[config.mk]
export PLATFORM = sky130hd
export DESIGN_NAME = interpolator_intensity
export DESIGN_NICKNAME = d
export VERILOG_FILES = /design/src/rtl/interpolator_intensity.sv
export SDC_FILE = /design/constraint.sdc
export NUM_CORES = 2
export LEC_CHECK = 0
export ABC_CLOCK_PERIOD_IN_PS = 16800
export BUFFER_PORTS_ARGS = -buffer_cell sky130_fd_sc_hd__buf_2
export CORE_AREA = 3 3 554 556
export DETAILED_ROUTE_END_ITERATION = 16
export DIE_AREA = 0 0 557 559
export HOLD_SLACK_MARGIN = 0.1
export PLACE_DENSITY = 0.52
export SYNTH_ARGS = -nofsm -noshare
export SYNTH_HDL_FRONTEND = slang
export SYNTH_SLANG_ARGS = --single-unit
[constraint.sdc]
create_clock -name CLK -period 16.8 [get_ports CLK]
set_clock_uncertainty 0.15 [all_clocks]
set_input_delay 3.36 -clock CLK [delete_from_list [all_inputs] [get_ports CLK]]
set_output_delay 3.36 -clock CLK [all_outputs]
set_load 0.02 [all_outputs]
[src/rtl/interpolator_intensity.sv]
// Per-transducer intensity interpolator: moves each applied intensity toward its
// target by at most UPDATE_RATE per frame, with a 256-entry state RAM zeroed by an INIT sweep.
module interpolator_intensity #(
  parameter int DEPTH = 249
) (
  input  logic       CLK,
  input  logic       RST_N,
  input  logic       DIN_VALID,
  input  logic [7:0] UPDATE_RATE,
  input  logic [7:0] INTENSITY,
  output logic       READY,
  output logic [7:0] INTENSITY_OUT,
  output logic       DOUT_VALID,
  output logic [7:0] DOUT_IDX
);

  localparam logic [7:0] LAST_IDX = 8'(DEPTH - 1);

  typedef enum logic {
    ST_INIT = 1'b0,
    ST_RUN  = 1'b1
  } state_t;

  state_t     r_state;
  state_t     w_state_next;
  logic       w_ready_next;
  logic       r_ready;
  logic [7:0] r_init_addr;
  logic [7:0] r_idx;
  logic [7:0] r_mem [0:255];

  logic       w_accept;
  logic       r_s1_valid;
  logic [7:0] r_s1_rate;
  logic [7:0] r_s1_tgt;
  logic [7:0] r_s1_cur;
  logic [7:0] r_s1_idx;

  logic [7:0] w_diff;
  logic [7:0] w_step;
  logic [7:0] w_new;

  logic       w_mem_we;
  logic [7:0] w_mem_addr;
  logic [7:0] w_mem_wdata;

  logic       r_dout_valid;
  logic [7:0] r_intensity_out;
  logic [7:0] r_dout_idx;

  always_ff @(posedge CLK or negedge RST_N) begin
    if (!RST_N) begin
      r_state <= ST_INIT;
    end else begin
      r_state <= w_state_next;
    end
  end

  always_comb begin
    w_state_next = r_state;
    case (r_state)
      ST_INIT: begin
        if (r_init_addr == 8'd255) begin
          w_state_next = ST_RUN;
        end else begin
          w_state_next = ST_INIT;
        end
      end
      ST_RUN:  w_state_next = ST_RUN;
      default: w_state_next = ST_INIT;
    endcase
  end

  // READY is computed from the next state so it rises together with the RUN entry.
  always_comb begin
    w_ready_next = 1'b0;
    case (w_state_next)
      ST_RUN:  w_ready_next = 1'b1;
      ST_INIT: w_ready_next = 1'b0;
      default: w_ready_next = 1'b0;
    endcase
  end

  always_ff @(posedge CLK or negedge RST_N) begin
    if (!RST_N) begin
      r_ready     <= 1'b0;
      r_init_addr <= 8'd0;
    end else begin
      r_ready <= w_ready_next;
      if (r_state == ST_INIT) begin
        r_init_addr <= r_init_addr + 8'd1;
      end else begin
        r_init_addr <= 8'd0;
      end
    end
  end

  assign w_accept = DIN_VALID & r_ready;

  // Frame position is purely a count of accepted samples; gaps hold the index.
  always_ff @(posedge CLK or negedge RST_N) begin
    if (!RST_N) begin
      r_idx <= 8'd0;
    end else if (w_accept) begin
      if (r_idx == LAST_IDX) begin
        r_idx <= 8'd0;
      end else begin
        r_idx <= r_idx + 8'd1;
      end
    end else begin
      r_idx <= r_idx;
    end
  end

  always_ff @(posedge CLK or negedge RST_N) begin
    if (!RST_N) begin
      r_s1_valid <= 1'b0;
      r_s1_rate  <= 8'd0;
      r_s1_tgt   <= 8'd0;
      r_s1_cur   <= 8'd0;
      r_s1_idx   <= 8'd0;
    end else begin
      r_s1_valid <= w_accept;
      if (w_accept) begin
        r_s1_rate <= UPDATE_RATE;
        r_s1_tgt  <= INTENSITY;
        r_s1_cur  <= r_mem[r_idx];
        r_s1_idx  <= r_idx;
      end else begin
        r_s1_rate <= r_s1_rate;
        r_s1_tgt  <= r_s1_tgt;
        r_s1_cur  <= r_s1_cur;
        r_s1_idx  <= r_s1_idx;
      end
    end
  end

  // Step is clamped to the remaining distance, so the sum/difference cannot wrap.
  always_comb begin
    w_diff = 8'd0;
    w_step = 8'd0;
    w_new  = r_s1_cur;
    if (r_s1_tgt > r_s1_cur) begin
      w_diff = r_s1_tgt - r_s1_cur;
      w_step = (r_s1_rate < w_diff) ? r_s1_rate : w_diff;
      w_new  = r_s1_cur + w_step;
    end else if (r_s1_tgt < r_s1_cur) begin
      w_diff = r_s1_cur - r_s1_tgt;
      w_step = (r_s1_rate < w_diff) ? r_s1_rate : w_diff;
      w_new  = r_s1_cur - w_step;
    end else begin
      w_new = r_s1_cur;
    end
  end

  always_comb begin
    w_mem_we    = 1'b0;
    w_mem_addr  = 8'd0;
    w_mem_wdata = 8'd0;
    if (r_state == ST_INIT) begin
      w_mem_we    = 1'b1;
      w_mem_addr  = r_init_addr;
      w_mem_wdata = 8'd0;
    end else begin
      w_mem_we    = r_s1_valid;
      w_mem_addr  = r_s1_idx;
      w_mem_wdata = w_new;
    end
  end

  always_ff @(posedge CLK) begin
    if (w_mem_we) begin
      r_mem[w_mem_addr] <= w_mem_wdata;
    end
  end

  always_ff @(posedge CLK or negedge RST_N) begin
    if (!RST_N) begin
      r_dout_valid    <= 1'b0;
      r_intensity_out <= 8'd0;
      r_dout_idx      <= 8'd0;
    end else begin
      r_dout_valid <= r_s1_valid;
      if (r_s1_valid) begin
        r_intensity_out <= w_new;
        r_dout_idx      <= r_s1_idx;
      end else begin
        r_intensity_out <= r_intensity_out;
        r_dout_idx      <= r_dout_idx;
      end
    end
  end

  assign READY         = r_ready;
  assign DOUT_VALID    = r_dout_valid;
  assign INTENSITY_OUT = r_intensity_out;
  assign DOUT_IDX      = r_dout_idx;

endmodule

==> run_results.csv <==
group,metric,value,unit
run_status,status,"finished, final reports clean",
placement,gp_congestion,0.813,
clocking,numCtsBuffers,221,
power_and_ir_drop,total_power,10.6,mW
global_route,grt-ovfl-total,0,
timing,fin_setup_tns,0,ps
cells_and_area,area_growth,14.1,%
clocking,ctsHoldBuffers,0,
placement,place_ws,8700,ps
timing,fin_hold_ws,344,ps
floorplan,core,303000,sq um
clocking,cts_tree,"built",
yosys,yosysTopAreaCell,"edfxtp_1",
routing,via_count,42400,
yosys,synth_seq_cells,2115,
clocking,clkLatencyLatePin,860,ps
global_route,grt_usage,14.9,%
cells_and_area,fin_util,31.8,%
cells_and_area,multi_input_area,19700,sq um
yosys,synth_commonest_cells,"edfxtp_1, mux4_2, nor2_1, nand2_1, mux2i_1",
cells_and_area,register_area,63200,sq um
yosys,ys_warn_count,0,
clocking,cts_resized,0,
routing,remaining_drc_errors,0,
worst_setup_path,required,17140,ps
timing,rsz0062_at_grt,"no",
floorplan,fp-row-count,202,
routing,post_drt_wl_per_cell,27.9,microns
yosys,ys.flop_type,"edfxtp_1",
yosys,seq_area_frac_synth,74.8,%
timing,finalCritPeriodShare,48.0,%
timing,slew_headroom,0.125,%
routing,viasPerCell,5.01,
cells_and_area,finish.net_count,4365,
global_route,grt_start_max_net_pins,257,
yosys,avgSynthCellArea,20.2,sq um
worst_setup_path,endpoint_kind,"flop",
timing,worst_slack,8730,ps
yosys,synth_nets,4251,
timing,tightest_slew,1500,ps
worst_setup_path,crit_arrival,8410,ps
yosys,yosysUniqueCellTypes,76,
worst_setup_path,critPathLaunchType,"flop",
placement,io_buffers,36,
floorplan,die_area,311000,sq um
timing,setup_viol,0,
global_route,grt_pass1_vias,42600,
timing,max_clock_freq,124,MHz
clocking,cts_sinks,2115,
worst_setup_path,cp_max_fo,101,
yosys,synth_cells,4181,
floorplan,die_h,559,microns
yosys,ys_async_sr_fraction,3.17,%
clocking,cts_buffer_depth,3,
floorplan,pin_count,37,
cells_and_area,fillers,28700,
routing,ant_nets,0,
routing,wirelength,236,mm
timing,final-hold-violation-count,0,
timing,fin_crit,8070,ps
yosys,synth_area,84400,sq um
yosys,synth_top_area_share,72.8,%
clocking,cts_setup_buffers,0,
floorplan,die_x,557,microns
clocking,htreeDepth,4,
floorplan,initial_utilization,27.9,%
placement,hpwl,138,mm
yosys,synthTopCellsByArea,"edfxtp_1, mux4_2, dfrtp_1, mux2i_1, nor2_1",
global_route,grt_pass1_wl,334,mm
clocking,clkTransAtPathRegs,60,ps
run,max_cap_viol_count,0,
cells_and_area,drive_gt1_share,22.3,%
worst_setup_path,r2r_setup_slack,8730,ps
global_route,antenna_found_initial,11,
timing,final_max_slew_viol_count,0,
power_and_ir_drop,p_leak,24.4,nW
routing,drt_iter0_markers,4815,
yosys,yosysMostFrequentCell,"edfxtp_1",
yosys,synth-edff-count,2048,
worst_hold_path,hold_class,"flop to flop",
power_and_ir_drop,p_per_area,110,nW/um^2
worst_setup_path,critical_path_class,"flop to flop",
routing,firstDrtPassIters,6,
clocking,root_buffer,"clkbuf_16",
power_and_ir_drop,vdd_ir_drop_max,0.114,mV
-- registers in the layout, indices dropped and copies added (netlist names) --
name	count
DOUT_IDX	8
r_s1_valid	1
r_s1_idx	8
INTENSITY_OUT	8
r_idx	8
r_init_addr	8
READY	1
r_mem	2048
r_s1_cur	8
r_s1_tgt	8
DOUT_VALID	1
r_s1_rate	8
-- power by group --
part	internal [mW]	switching (mW)	total, mW
clock	2.78	2.08	4.86
combinational	0.00155	0.00414	0.00569
sequential	5.69	0	5.69
total	8.48	2.08	10.6
-- cells by family (layout without fill, tap and decap cells) --
| logic type | Yosys count | in the layout | synth area share [%] |
|---|---|---|---|
| xor+xnor | 26 | 26 | 0.270 |
| other cells | 0 | 7 | 0 |
| fa+ha+maj | 51 | 51 | 0.791 |
| compound gates | 366 | 366 | 2.92 |
| buf+inv | 287 | 592 | 1.98 |
| simple gates | 643 | 643 | 3.18 |
| mux | 693 | 693 | 16.0 |
| flops | 2115 | 2115 | 74.8 |
-- layout by cell type (no fill, tap or decap), types with 22 or more instances in the layout --
cell	netlist	routed
edfxtp_1	2048	2048
a21oi_1	57	57
clkbuf_1	100	53
inv_1	48	48
ha_1	47	47
mux4_2	487	487
nand3_1	29	29
buf_4	27	82
dfrtp_1	67	61
buf_2	45	35
o21ai_0	86	86
nor2_1	341	334
mux2_2	22	22
mux2i_1	155	155
a22oi_1	51	51
clkinv_2	0	42
nand2_1	178	162
clkinv_1	1	52
a211oi_1	28	28
clkbuf_16	0	225
mux4_1	29	29
-- routing by layer --
metal  global-route usage [%]  up-vias  part of all wire, %
met2                     23.8     1618                   48
met3                     2.69      338                  6.7
li1                         -    17500                    -
met1                     20.7    23000                   43
met5                        0        -                    0
met4                     4.13        0                  2.6
-- critical path: stages (launching register included) --
cell and delay [ps]:
dfrtp_1 460, ha_1 420, and3_1 240, o21a_1 140
or4_1 500, and4_1 220, ha_1 290, nand2_1 60
o21ai_2 460, nor2_1 80, a21oi_1 150, ha_1 200
inv_1 60, fa_1 400, nor2b_1 150, o21ai_0 120
a21boi_0 290, o21ai_0 150, nor3b_1 160, o31ai_1 230
mux2i_1 190, nor2_4 120, buf_4 540, buf_4 880
buf_4 880
-- worst paths after layout --
check                           cells after the start             to   startpoint
worst max-delay path                               24  r_mem[118][6]  r_s1_cur[2]
worst min-delay path                                2    r_s1_cur[7]  r_s1_cur[7]
worst max register to register                     24  r_mem[118][6]  r_s1_cur[2]
worst min register to register                      2    r_s1_cur[7]  r_s1_cur[7]
max in group asynchronous                           1       r_idx[3]        RST_N
min in group asynchronous                           1     DOUT_VALID        RST_N
-- through the flow --
| step | area [sq um] | instances |
|---|---|---|
| 4_1_cts | 96300 | 8463 |
| 3_3_place_gp | 89100 | 8049 |
| 2_1_floorplan | 84400 | 4181 |
| 3_5_place_dp | 89100 | 8049 |
| 6_report | 96300 | 8471 |
| 5_1_grt | 96300 | 8465 |
-- cell type report --
class | instances | area share (%)
repair buffers | 128 | 1.06
diodes | 7 | 0.0182
clock buffers | 282 | 6.11
flip-flops and latches | 2115 | 65.6
well taps | 3978 | 5.17
clock inverters | 132 | 1.34
inverters | 50 | 0.203
multi-input cells | 1779 | 20.5
Note: power is estimated with default switching activity, not from simulation.
